`src/rtl/layer_out_serializer.sv`:
```
// Captures one layer's NUM node outputs a fixed latency after start, then streams them
// out over valid/ready while tracking the running argmax of the transferred values.
module layer_out_serializer #(
    parameter int unsigned NUM     = 16,
    parameter int unsigned IDXW    = 4,
    parameter int unsigned LATENCY = 3
) (
    input  logic              clk_i,
    input  logic              reset_i,
    input  logic              start_i,
    input  logic [NUM*16-1:0] n_in_i,
    output logic [15:0]       out_data_o,
    output logic [IDXW-1:0]   out_idx_o,
    output logic              out_valid_o,
    input  logic              out_ready_i,
    output logic              out_last_o,
    output logic              busy_o,
    output logic              drop_err_o,
    output logic [IDXW-1:0]   max_idx_o,
    output logic [15:0]       max_val_o,
    output logic              max_valid_o
);

    localparam int unsigned CntW = (LATENCY > 1) ? $clog2(LATENCY) : 1;

    typedef enum logic [1:0] {StIdle, StWait, StSend} state_e;

    state_e          state_q, state_d;
    logic [CntW-1:0] cnt_q, cnt_d;
    logic [15:0]     buf_q [NUM];
    logic [15:0]     buf_d [NUM];
    logic [IDXW-1:0] idx_q, idx_d;
    logic            valid_q, valid_d;
    logic            drop_q, drop_d;
    logic [IDXW-1:0] max_idx_q, max_idx_d;
    logic [15:0]     max_val_q, max_val_d;
    logic            max_valid_q, max_valid_d;

    logic [15:0] cur;
    logic        last;
    logic        xfer;

    assign cur  = buf_q[idx_q];
    assign last = (idx_q == IDXW'(NUM - 1));
    assign xfer = valid_q && out_ready_i;

    always_comb begin
        state_d     = state_q;
        cnt_d       = cnt_q;
        buf_d       = buf_q;
        idx_d       = idx_q;
        valid_d     = valid_q;
        drop_d      = drop_q;
        max_idx_d   = max_idx_q;
        max_val_d   = max_val_q;
        max_valid_d = max_valid_q;

        // Any start outside IDLE is discarded, including the final-transfer cycle.
        if (start_i && (state_q != StIdle)) begin
            drop_d = 1'b1;
        end

        case (state_q)
            StIdle: begin
                if (start_i) begin
                    state_d     = StWait;
                    cnt_d       = CntW'(LATENCY - 1);
                    max_valid_d = 1'b0;
                    max_idx_d   = '0;
                    max_val_d   = '0;
                end
            end
            StWait: begin
                if (cnt_q == '0) begin
                    for (int k = 0; k < NUM; k++) begin
                        buf_d[k] = n_in_i[16*k +: 16];
                    end
                    idx_d   = '0;
                    valid_d = 1'b1;
                    state_d = StSend;
                end else begin
                    cnt_d = cnt_q - CntW'(1);
                end
            end
            StSend: begin
                if (xfer) begin
                    // Strict compare keeps the lower index on ties; idx 0 seeds the max.
                    if ((cur > max_val_q) || (idx_q == '0)) begin
                        max_idx_d = idx_q;
                        max_val_d = cur;
                    end
                    if (last) begin
                        state_d     = StIdle;
                        valid_d     = 1'b0;
                        max_valid_d = 1'b1;
                    end else begin
                        idx_d = idx_q + IDXW'(1);
                    end
                end
            end
            default: state_d = StIdle;
        endcase
    end

    always_ff @(posedge clk_i or posedge reset_i) begin
        if (reset_i) begin
            state_q     <= StIdle;
            cnt_q       <= '0;
            buf_q       <= '{default: '0};
            idx_q       <= '0;
            valid_q     <= 1'b0;
            drop_q      <= 1'b0;
            max_idx_q   <= '0;
            max_val_q   <= '0;
            max_valid_q <= 1'b0;
        end else begin
            state_q     <= state_d;
            cnt_q       <= cnt_d;
            buf_q       <= buf_d;
            idx_q       <= idx_d;
            valid_q     <= valid_d;
            drop_q      <= drop_d;
            max_idx_q   <= max_idx_d;
            max_val_q   <= max_val_d;
            max_valid_q <= max_valid_d;
        end
    end

    assign out_valid_o = valid_q;
    assign out_data_o  = valid_q ? cur : '0;
    assign out_idx_o   = valid_q ? idx_q : '0;
    assign out_last_o  = valid_q && last;
    assign busy_o      = (state_q != StIdle);
    assign drop_err_o  = drop_q;
    assign max_idx_o   = max_idx_q;
    assign max_val_o   = max_val_q;
    assign max_valid_o = max_valid_q;

endmodule

```
`config.mk`:
```
export PLATFORM = sky130hd
export DESIGN_NAME = layer_out_serializer
export DESIGN_NICKNAME = d
export VERILOG_FILES = /design/src/rtl/layer_out_serializer.sv
export SDC_FILE = /design/constraint.sdc
export NUM_CORES = 1
export LEC_CHECK = 0
export CAP_MARGIN = 20
export CORE_MARGIN = 1
export CORE_UTILIZATION = 40
export DETAILED_ROUTE_END_ITERATION = 10
export PLACE_DENSITY_LB_ADDON = 0.1
export SETUP_SLACK_MARGIN = 0.1
export SLEW_MARGIN = 20
export SYNTH_ARGS = -nofsm -noshare
export SYNTH_HDL_FRONTEND = slang
export SYNTH_SLANG_ARGS = --single-unit
export TNS_END_PERCENT = 10
```
`constraint.sdc`:
```
create_clock -name clk_i -period 9.8 [get_ports clk_i]
set_input_delay 0.98 -clock clk_i [delete_from_list [all_inputs] [get_ports clk_i]]
set_output_delay 0.98 -clock clk_i [all_outputs]
set_load 0.03 [all_outputs]
```
Word level (Yosys, flattened, before mapping). Cells that the tools add are included.

Register bits: 287. Input port bits: 260. Output and inout port bits: 45. Word-level logic and storage cells: 90.

$add $sub $neg: 2. $lt $le $gt $ge: 2. Equality and inequality tests: 10. Multiplexer cells: 33. Bitwise gates (word level): 1. Reduce and logical (&&, ||, !) cells: 18.

Operators with widths (number): $mux 16 (6); $bmux 16 s4 (1); $pmux 16 s2 (1); $mux 4 (7); $reduce_and 4->1 (5); $gt 16x16->1 (1); $pmux 4 s2 (2); $ne 2x2->1 const B (7); $mux 2 (6); $reduce_bool 2->1 (4); $mux 1 (6); $pmux 2 s3 (1); $ge 5x5->1 const B (1); $not 4->5 (1); $add 4x1->4 const B (1); $eq 4x4->1 const B (1); $logic_not 2->1 (2); $logic_not 4->1 (1); $pmux 1 s2 (2); $pmux 2 s2 (1); $logic_and 1x1->1 (3); $reduce_and 3->1 (1); $eq 2x1->1 const B (1); $eq 2x2->1 const B (1); other kinds (3) (3).

Depth between registers and ports, before layout. Gate-level depths: netlist (run 1).

Depth in word-level cells: 9. Mapped depth: 13. Mapped depth without buffers: 9.

Least setup slack after synthesis (run 1). Ideal clock, no wire load.

Path kind: reg2reg. Start point: reg idx_q[0]. End point: reg max_val_q[0], in the netlist max_val_o[0]. Library setup time: 125 ps. Arrival time: 3068 ps. Data required time: 9675 ps. Path slack: 6607 ps. Cell stages (with the launch flop): 14. Buffers on the path: 4. Clock period less this slack: 3193 ps. Cell sequence: dfrtp_1 buf_6 buf_6 buf_6 mux4_2 nor2_1 o22ai_2 ha_1 nand4_1 nor4_1 a21boi_1 o31a_1 buf_4 mux2_4.

Longest elaborated chain between the ends: 8. Elaborated cells on any way between the ends: 12. Those cells by class: 1 x order compare; 1 x eq/ne; 6 x mux; 1 x bitwise; 3 x reduce/logical.

RTL lines: start: declaration (line 32) `logic [IDXW-1:0] idx_q, idx_d;`; start signal: assignment (line 120) `idx_q <= idx_d;`; $not 4->5 (implied by the code) (line 43) `assign cur = buf_q[idx_q];`; $bmux 16 s4 (line 43); $mux 16 (implied by the code) (2 in series) (line 43); $gt 16x16->1 (line 88) `if ((cur > max_val_q) || (idx_q == '0)) begin`; $logic_or 1x1->1 (line 88); $ne 2x2->1 (no line); $reduce_and 4->1 (no line); end signal: assignment (line 124) `max_val_q <= max_val_d;`; end: declaration (line 36) `logic [15:0] max_val_q, max_val_d;`.

Several ways; a longest one is shown, not always the timed one. The select of a mux whose other input is x is not followed. A chain may end at the register's enable or synchronous reset.

Final worst setup path (run 1).
Start point: reg idx_q[0]. End point: out out_data_o[3].

Longest elaborated chain between the ends: 5.

RTL lines: $not 4->5 (implied by the code) (line 43); $bmux 16 s4 (line 43); $mux 16 (implied by the code) (2 in series) (line 43); $mux 16 (line 130) `assign out_data_o = valid_q ? cur : '0;`; end: declaration (line 12) `output logic [15:0] out_data_o,`.

No other way between the ends. The select of a mux whose other input is x is not followed.

==> results.py, run 1 <==
metrics = {
    "power_and_ir_drop": {
        "power.leakage_uw": 0.00848,
        "vdd_ir_drop_max_v": 0.000257,
        "power_density_nw_per_um2": 353,
    },
    "sta": {
        "tightest_slew_ns": 0.999,
        "hold_viol": 0,
        "finalCritPeriodShare_pct": 52.8,
        "max-slew-margin-rel_pct": 33.4,
        "rsz0062_at_grt": "no",
        "timing.hold.ws_ns": 0.457,
        "post-route-min-period_ns": 5.18,
        "setup-violations-final": 0,
        "skew_ns": 0.0137,
        "setup_tns_ns": 0,
        "slew_violations": 0,
        "fmax_mhz": 193,
    },
    "yosys": {
        "synth_edf_count": 0,
        "async_flop_share_pct": 100,
        "synth_area_um2": 13600,
        "synth-warning-count": 0,
        "synthCells": 1466,
        "syn_nets": 1745,
        "syn_avg_cell_area_um2": 9.29,
        "synth-main-ff-cell": "dfrtp_1",
        "synth-seq-cells": 287,
        "seq_area_frac_synth_pct": 52.7,
        "synth_cell_types": 43,
    },
    "clock_tree": {
        "htreeDepth": 1,
        "cts-buffers-inserted": 31,
        "cts_setup_buffers": 0,
        "clock-root-buffer": "clkbuf_16",
        "clock_sinks": 287,
        "clkTransAtPathRegs_ns": 0.06,
        "insertion_delay_ns": 0.57,
        "tritoncts": "built",
        "clk_path_buf_depth": 3,
        "cts.hold.buffers_added": 0,
        "cts_resized": 0,
    },
    "layout": {
        "final_cell_area_um2": 18000,
        "fin_nets": 2002,
        "final_common_cell": "nand2_1",
        "layout-drive-gt1-share_pct": 9.32,
        "area.growth.synth_to_final_pct": 32.2,
        "antenna_cells": 0,
        "layout_common_cells": "nand2_1, clkdlybuf4s50_1, dfrtp_1, mux4_2, mux2i_1",
        "stdcell_count": 2196,
        "fillers": 3075,
        "fin_util_pct": 53.7,
    },
    "drt": {
        "ant_nets": 0,
        "drtIter0Drc": 1084,
        "routedWlPerCell_um": 19.1,
        "first_pass_iters": 5,
        "route.detailed.drc": 0,
        "viasPerCell": 4.98,
        "drt-total-wl_mm": 41.9,
        "vias": 10933,
    },
    "setup_path": {
        "crit_path_start": "idx_q[0]",
        "endpoint_kind": "output port",
        "cp.required_ns": 8.82,
        "worstPathArrival_ns": 4.20,
        "crit_type": "register to output port",
        "timing.rr.start": "idx_q[0]",
        "worstPathMaxFanout": 51,
        "crit_path_cell_trace": "buf_4 > mux4_2 > mux2i_1 > o22ai_1 > and2_1 > clkdlybuf4s50_1",
        "startpoint_type": "register",
        "cpPeakStageDelay_ns": 0.94,
        "worst-r2r-setup-slack_ns": 4.77,
        "cp_slowest_cell": "dfrtp_4",
    },
    "floorplan": {
        "fp.dieArea_um2": 34800,
        "die_width_um": 187,
        "ioPinCount": 305,
        "start_util_pct": 40.6,
        "coreArea_um2": 33500,
        "die_y_um": 187,
        "rows": 67,
    },
    "grt": {
        "grt_pass1_vias": 11210,
        "grtUsageTotal_pct": 24.4,
        "grt_overflow": 0,
        "grt_antenna_before_repair": 0,
        "grt_max_degree": 259,
        "grt_pass1_wl_mm": 65.6,
    },
    "placement": {
        "gp_congestion": 0.870,
        "place_area_um2": 16900,
        "hpwl_mm": 30.1,
        "place.port_buffers": 304,
        "dp.cells": 2137,
    },
    "run": {
        "maxCapViolCount": 0,
    },
    "worst_hold_path": {
        "min_from": "drop_err_o",
        "hp-class": "register to register",
    },
    "run_status": {
        "outcome": "finished clean",
    },
}
routing by layer:
metal / part of all wire [%] / GRT usage (%)
met2: 47 / 39.2
met1: 46 / 35.4
met4: 2.0 / 5.01
met5: 0 / 0
met3: 5.2 / 3.33
flip-flops by register name, summed over array words and instances (netlist names):
register and cells:
out_valid_o 1, max_valid_o 1, buf_q 256, idx_q 4, state_q 2, drop_err_o 1, max_val_o 16, max_idx_o 4
cnt_q 2
critical path: cells and delay by family (launching register included):
family	cells	cell delay [ns]
buf+inv	2	1.37
simple gates	1	0.22
mux	2	0.47
flops	1	0.94
compound gates	1	0.56
metrics by stage:
stage | setup slack, ns | power [µW]
2_1_floorplan | 0.899 | 4100
3_3_place_gp | 4.81 | 5090
3_5_place_dp | 4.79 | 5150
4_1_cts | 4.57 | 6390
5_1_grt | 4.43 | 6790
6_report | 4.62 | 6350
power breakdown:
part           total (µW)  switching [µW]  internal [µW]
clock                1220             496            724
combinational        3000            1730           1270
sequential           2130             381           1750
total                6350            2610           3740
area by class of cell:
cell class              count  area [µm²]  share of cell area, %
repair buffers            315        3170                   17.6
clock inverters            18         205                   1.14
flip-flops and latches    287        7190                   39.9
multi-input cells        1060        5900                   32.8
inverters                  28         113                  0.626
clock buffers              40         860                   4.78
well taps                 448         561                   3.11
cell families after synthesis:
logic type / count (synthesis) / share of synthesized area [%]
mux: 117 / 13.3
simple gates: 862 / 24.5
fa+ha+maj: 19 / 1.75
compound gates: 61 / 3.56
xor+xnor: 1 / 0.0643
buf+inv: 119 / 4.08
flops: 287 / 52.7
synth_stat cells (2+ instances only):
| cell | instances | area [µm²] |
|---|---|---|
| mux2i_1 | 36 | 360 |
| nor3_1 | 4 | 20.0 |
| a21o_1 | 3 | 22.5 |
| o221ai_1 | 16 | 140 |
| dfrtp_1 | 287 | 7180 |
| nor2_1 | 26 | 97.6 |
| buf_6 | 4 | 45.0 |
| mux2_2 | 32 | 360 |
| nand2_1 | 795 | 2980 |
| o22ai_1 | 6 | 37.5 |
| o211ai_1 | 2 | 15.0 |
| nand3_1 | 5 | 25.0 |
| nand4_1 | 3 | 18.8 |
| inv_1 | 27 | 101 |
| o21ai_0 | 6 | 30.0 |
| buf_2 | 36 | 180 |
| buf_1 | 2 | 7.51 |
| nor2b_1 | 3 | 18.8 |
| clkbuf_1 | 40 | 150 |
| buf_4 | 9 | 67.6 |
| o22ai_2 | 9 | 113 |
| nor4_1 | 2 | 12.5 |
| a21oi_1 | 10 | 50.1 |
| mux4_2 | 48 | 1080 |
| ha_1 | 19 | 238 |
| and2_1 | 19 | 119 |
worst paths after layout:
path / endpoint / depth (start not counted)
hold / removal: drop_err_o / 1
hold reg to reg: drop_err_o / 1
setup / recovery: out_data_o[3] / 6
max in group asynchronous: idx_q[2] / 3
min in group asynchronous: buf_q[69] / 2
setup reg to reg: max_val_o[0] / 11
Power figures use the tool's default switching activity.
==> run 2, diff against run 1 <==
==> constraint.sdc (replaced) <==
create_clock -name clk_i -period 5.4 [get_ports clk_i]
set_input_delay 0.54 -clock clk_i [delete_from_list [all_inputs] [get_ports clk_i]]
set_output_delay 0.54 -clock clk_i [all_outputs]
set_load 0.03 [all_outputs]
==> results.py, run 2 (synthesis gave the netlist of run 1 again) <==
metrics = {
    "placement": {
        "place_area_um2": 17000,
        "hpwl_mm": 31.7,
        "place.port_buffers": 304,
        "gp_congestion": 0.928,
    },
    "sta": {
        "max-slew-margin-rel_pct": 37.4,
        "rsz0062_at_grt": "no",
        "post-route-min-period_ns": 4.63,
        "tightest_slew_ns": 0.935,
        "skew_ns": 0.0190,
        "slew_violations": 0,
        "setup-violations-final": 0,
        "finalCritPeriodShare_pct": 85.7,
        "timing.hold.ws_ns": 0.467,
        "hold_viol": 0,
        "fmax_mhz": 216,
        "setup_tns_ns": 0,
    },
    "clock_tree": {
        "htreeDepth": 1,
        "cts.hold.buffers_added": 0,
        "clock_sinks": 287,
        "clk_path_buf_depth": 3,
        "insertion_delay_ns": 0.58,
        "cts-buffers-inserted": 31,
        "tritoncts": "built",
        "cts_setup_buffers": 0,
        "cts_resized": 0,
        "clkTransAtPathRegs_ns": 0.06,
        "clock-root-buffer": "clkbuf_16",
    },
    "worst_hold_path": {
        "min_from": "drop_err_o",
        "min_path_cells": 1,
        "holdPathEnd": "drop_err_o",
        "hp-class": "register to register",
    },
    "setup_path": {
        "timing.rr.start": "idx_q[0]",
        "r2r_end": "max_val_o[0]",
        "crit_path_start": "idx_q[0]",
        "endpoint_kind": "register",
        "worst-r2r-setup-slack_ns": 0.77,
        "worstPathMaxFanout": 36,
        "rr_worst_depth": 11,
        "startpoint_type": "register",
        "cp.required_ns": 5.86,
        "crit_type": "register to register",
        "worstPathArrival_ns": 5.08,
    },
    "layout": {
        "final_cell_area_um2": 18300,
        "area.growth.synth_to_final_pct": 34.4,
        "fillers": 3048,
        "final_common_cell": "nand2_1",
        "largest_register_ffs": 256,
        "fin_nets": 2010,
        "regArea_um2": 7190,
        "antenna_cells": 0,
        "layout_common_cells": "nand2_1, clkdlybuf4s50_1, dfrtp_1, mux4_2, mux2i_1",
        "layout-drive-gt1-share_pct": 9.85,
        "multi_input_area_um2": 5900,
        "regMostFlops": "buf_q",
    },
    "floorplan": {
        "ioPinCount": 305,
        "fp.dieArea_um2": 34800,
        "rows": 67,
        "coreArea_um2": 33500,
        "die_width_um": 187,
        "die_y_um": 187,
        "start_util_pct": 40.6,
    },
    "grt": {
        "grt_pass1_vias": 11259,
        "busiest_layer": "met2",
        "grt_antenna_before_repair": 0,
        "grtUsageMet1_pct": 35.5,
        "gr-usage-met2_pct": 39.2,
        "grt_pass1_wl_mm": 66.8,
        "grt_max_degree": 259,
        "grt_overflow": 0,
        "met3_usage_pct": 4.12,
        "grtUsageTotal_pct": 25.0,
    },
    "run": {
        "maxCapViolCount": 0,
    },
    "power_and_ir_drop": {
        "power.leakage_uw": 0.00862,
        "vdd_ir_drop_max_v": 0.000585,
        "power_density_nw_per_um2": 660,
    },
    "drt": {
        "routedWlPerCell_um": 19.4,
        "drtIter0Drc": 825,
        "first_pass_iters": 5,
        "ant_nets": 0,
        "vias": 10977,
        "drt-total-wl_mm": 42.8,
        "route.detailed.drc": 0,
        "viasPerCell": 4.98,
    },
    "run_status": {
        "outcome": "finished clean",
    },
}
-- run 2: cell type report --
cell class / instances / share of cell area, %
clock buffer: 37 / 4.53
clock inverter: 21 / 2.37
inverter: 28 / 0.595
multi-input combinational: 1060 / 32.2
sequential: 287 / 39.3
tap: 448 / 3.06
timing repair buffer: 323 / 17.9
-- run 2: report_power, final --
part	total (µW)	switching [µW]	internal, µW
logic	5480	3120	2360
registers	4010	835	3170
clock network	2590	918	1670
-- run 2: metal layers --
layer	part of all wire, %	vias to the layer above
met5	0	-
met4	3.3	0
met3	5.3	76
met2	46	352
met1	45	5289
li1	-	5260
-- run 2: how the worst max path moves through the flow --
stage / end / depth (start not counted) / slack [ns]
after CTS: max_val_o[0] / 11 / 0.83
after detailed placement: max_val_o[0] / 11 / 0.85
after floorplan: buf_q[0] / 1 / 1.05
after global routing: max_val_o[0] / 11 / 0.55
after global placement: max_val_o[0] / 11 / 0.98
final: max_val_o[0] / 11 / 0.77
-- run 2: through the flow --
stage	setup WS [ns]	utilization, %	cells	total power [µW]
floorplan	1.05	-	1466	7450
global placement	0.982	50.6	2144	9440
detailed placement	0.848	50.7	2145	9500
CTS	0.826	54.5	2203	12100
global route	0.549	54.6	2204	12900
finish	0.773	54.6	2204	12100
-- run 2: critical path: stages, from the launching register on --
cell and delay (ns):
dfrtp_4 0.85, buf_12 0.27, mux4_2 0.51, mux2i_1 0.32
o22ai_1 0.21, ha_1 0.32, nand4_1 0.16, nor4_1 0.53
a21boi_1 0.23, o31a_1 0.54, buf_4 0.27, mux2_4 0.30
==> run 3, diff against run 2 <==
--- a/config.mk
+++ b/config.mk
@@ -5,6 +5,7 @@
 export SDC_FILE = /design/constraint.sdc
 export NUM_CORES = 1
 export LEC_CHECK = 0
+export ABC_AREA = 1
 export CAP_MARGIN = 20
 export CORE_MARGIN = 1
 export CORE_UTILIZATION = 40
==> results.py, run 3 <==
metrics = {
    "run_status": {
        "outcome": "finished clean",
    },
    "floorplan": {
        "fp.dieArea_um2": 36800,
        "coreArea_um2": 35500,
        "rows": 69,
        "start_util_pct": 40.6,
        "ioPinCount": 305,
        "die_y_um": 192,
        "die_width_um": 192,
    },
    "grt": {
        "grt_pass1_vias": 13051,
        "grt_pass1_wl_mm": 72.1,
        "grt_max_degree": 279,
        "grt_antenna_before_repair": 3,
        "grt_overflow": 0,
        "grtUsageTotal_pct": 25.5,
    },
    "worst_hold_path": {
        "min_from": "buf_q[115]",
        "holdPathEnd": "buf_q[115]",
        "min_path_cells": 2,
        "hp-class": "register to register",
    },
    "setup_path": {
        "endpoint_kind": "output port",
        "cp.required_ns": 4.86,
        "worst-r2r-setup-slack_ns": 1.56,
        "worstPathMaxFanout": 51,
        "crit_type": "register to output port",
        "startpoint_type": "register",
        "rr_worst_depth": 22,
        "timing.rr.start": "idx_q[1]",
        "worstPathArrival_ns": 3.57,
        "r2r_end": "max_idx_o[0]",
    },
    "yosys": {
        "yosysMostFrequentCell": "nand2_1",
        "synth_cell_types": 28,
        "synth_edf_count": 0,
        "synthCells": 1902,
        "synth-main-ff-cell": "dfrtp_1",
        "async_flop_share_pct": 100,
        "yosysTopAreaCell": "dfrtp_1",
        "yosysTopAreaCellShare_pct": 49.9,
        "seq_area_frac_synth_pct": 49.9,
        "synth-seq-cells": 287,
        "synthTopCellsByCount": "nand2_1, dfrtp_1, inv_1",
        "syn_nets": 2181,
        "synth-warning-count": 0,
        "yosys-top-cells-area": "dfrtp_1, nand2_1, o21ai_0, inv_1, nand3_1",
        "synth_area_um2": 14400,
        "syn_avg_cell_area_um2": 7.57,
    },
    "sta": {
        "skew_ns": 0.0230,
        "hold_viol": 0,
        "fmax_mhz": 244,
        "tightest_slew_ns": 1.28,
        "post-route-min-period_ns": 4.11,
        "setup_tns_ns": 0,
        "rsz0062_at_grt": "no",
        "finalCritPeriodShare_pct": 76.0,
        "setup-violations-final": 0,
        "max-slew-margin-rel_pct": 14.5,
        "slew_violations": 0,
    },
    "clock_tree": {
        "htreeDepth": 2,
        "cts_setup_buffers": 0,
        "cts-buffers-inserted": 34,
        "cts_resized": 0,
        "cts.hold.buffers_added": 0,
        "clock_sinks": 287,
        "insertion_delay_ns": 0.51,
        "clk_path_buf_depth": 3,
        "clock-root-buffer": "clkbuf_16",
        "clkTransAtPathRegs_ns": 0.06,
        "tritoncts": "built",
    },
    "layout": {
        "regMostFlops": "buf_q",
        "largest_register_ffs": 256,
        "area.growth.synth_to_final_pct": 29.4,
        "fin_nets": 2417,
        "stdcell_count": 2622,
        "final_common_cell": "nand2_1",
        "layout_common_cells": "nand2_1, clkdlybuf4s50_1, dfrtp_1, inv_1, o21ai_0",
        "antenna_cells": 0,
        "layout-drive-gt1-share_pct": 4.63,
    },
    "placement": {
        "dp.cells": 2563,
        "gp_congestion": 0.857,
        "hpwl_mm": 32.3,
        "place.port_buffers": 304,
    },
    "drt": {
        "route.detailed.drc": 0,
        "drt-total-wl_mm": 46.1,
        "ant_nets": 0,
        "vias": 12835,
        "drtIter0Drc": 997,
        "routedWlPerCell_um": 17.6,
        "first_pass_iters": 5,
        "viasPerCell": 4.90,
    },
    "power_and_ir_drop": {
        "power.leakage_uw": 0.00880,
        "finalPower_uw": 11800,
        "power_density_nw_per_um2": 634,
        "vdd_ir_drop_max_v": 0.000333,
    },
    "run": {
        "maxCapViolCount": 0,
    },
}
[run 3: cell types whose count changed in the layout (fill, tap and decap cells not counted), moves of 31 or more]
cell	before	now
o211ai_1	2	33
nand2_1	795	710
o21ai_0	6	220
nand3_1	4	141
a21oi_1	10	50
mux4_2	48	0
inv_1	26	249
mux2i_1	36	0
mux2_2	32	0
[run 3: kinds of logic (layout without fill, tap and decap cells)]
logic type / count (synthesis) / after routing / synth area share [%]
flip-flops: 287 / 287 / 49.9
buffers and inverters: 380 / 639 / 11.0
AO/OA/AOI/OAI: 330 / 330 / 12.4
AND/OR/NAND/NOR: 886 / 886 / 25.1
adder cells (fa/ha/maj): 19 / 19 / 1.65
[run 3: area by class of cell]
type	instances	area [µm²]
Clock inverter	5	31.3
Inverter	266	1000
Sequential cell	287	7190
Clock buffer	54	997
Multi-Input combinational cell	1235	5640
Tap cell	461	577
Fill cell	3498	16900
Timing Repair Buffer	314	3190
[run 3: per-layer routing]
layer	vias up	wire length [µm]	global-route usage, %
li1	6410	-	-
met2	378	21400	41.7
met1	5972	21100	35.4
met3	69	2430	3.40
met5	-	34	0
met4	6	1070	6.65
[run 3: power breakdown]
part	total (µW)	internal [µW]	switching, µW
sequential	3560	3190	376
clock	2140	1260	879
combinational	6100	2040	4060
[run 3: through the flow]
stage / worst slack, ns / hold WS [ns] / utilization, % / instance area (µm²)
2_1_floorplan: 1.05 / 0.437 / - / 14400
3_3_place_gp: 1.63 / 0.446 / 49.6 / 17600
3_5_place_dp: 1.60 / 0.455 / 49.6 / 17600
4_1_cts: 1.31 / 0.469 / 52.5 / 18600
5_1_grt: 1.13 / 0.481 / 52.5 / 18600
6_report: 1.29 / 0.469 / 52.5 / 18600
[run 3: worst max-delay path by stage]
stage               startpoint             to  slack, ns  cells past startpoint
floorplan              reset_i       buf_q[0]       1.05                      1
global placement      idx_q[1]   max_idx_o[3]       1.63                     22
detailed placement    idx_q[1]   max_idx_o[0]       1.60                     22
CTS                   idx_q[1]  out_data_o[3]       1.31                      8
global route          idx_q[1]  out_data_o[2]       1.13                      8
finish                idx_q[1]  out_data_o[3]       1.29                      8
[run 3: critical path, cell delays in order (launching register included)]
cell	delay (ns)
dfrtp_4	0.47
inv_2	0.80
nand3_1	0.26
nand2_1	0.19
nand2_1	0.07
nand2_1	0.14
inv_2	0.06
a21oi_1	0.28
clkdlybuf4s50_1	0.74
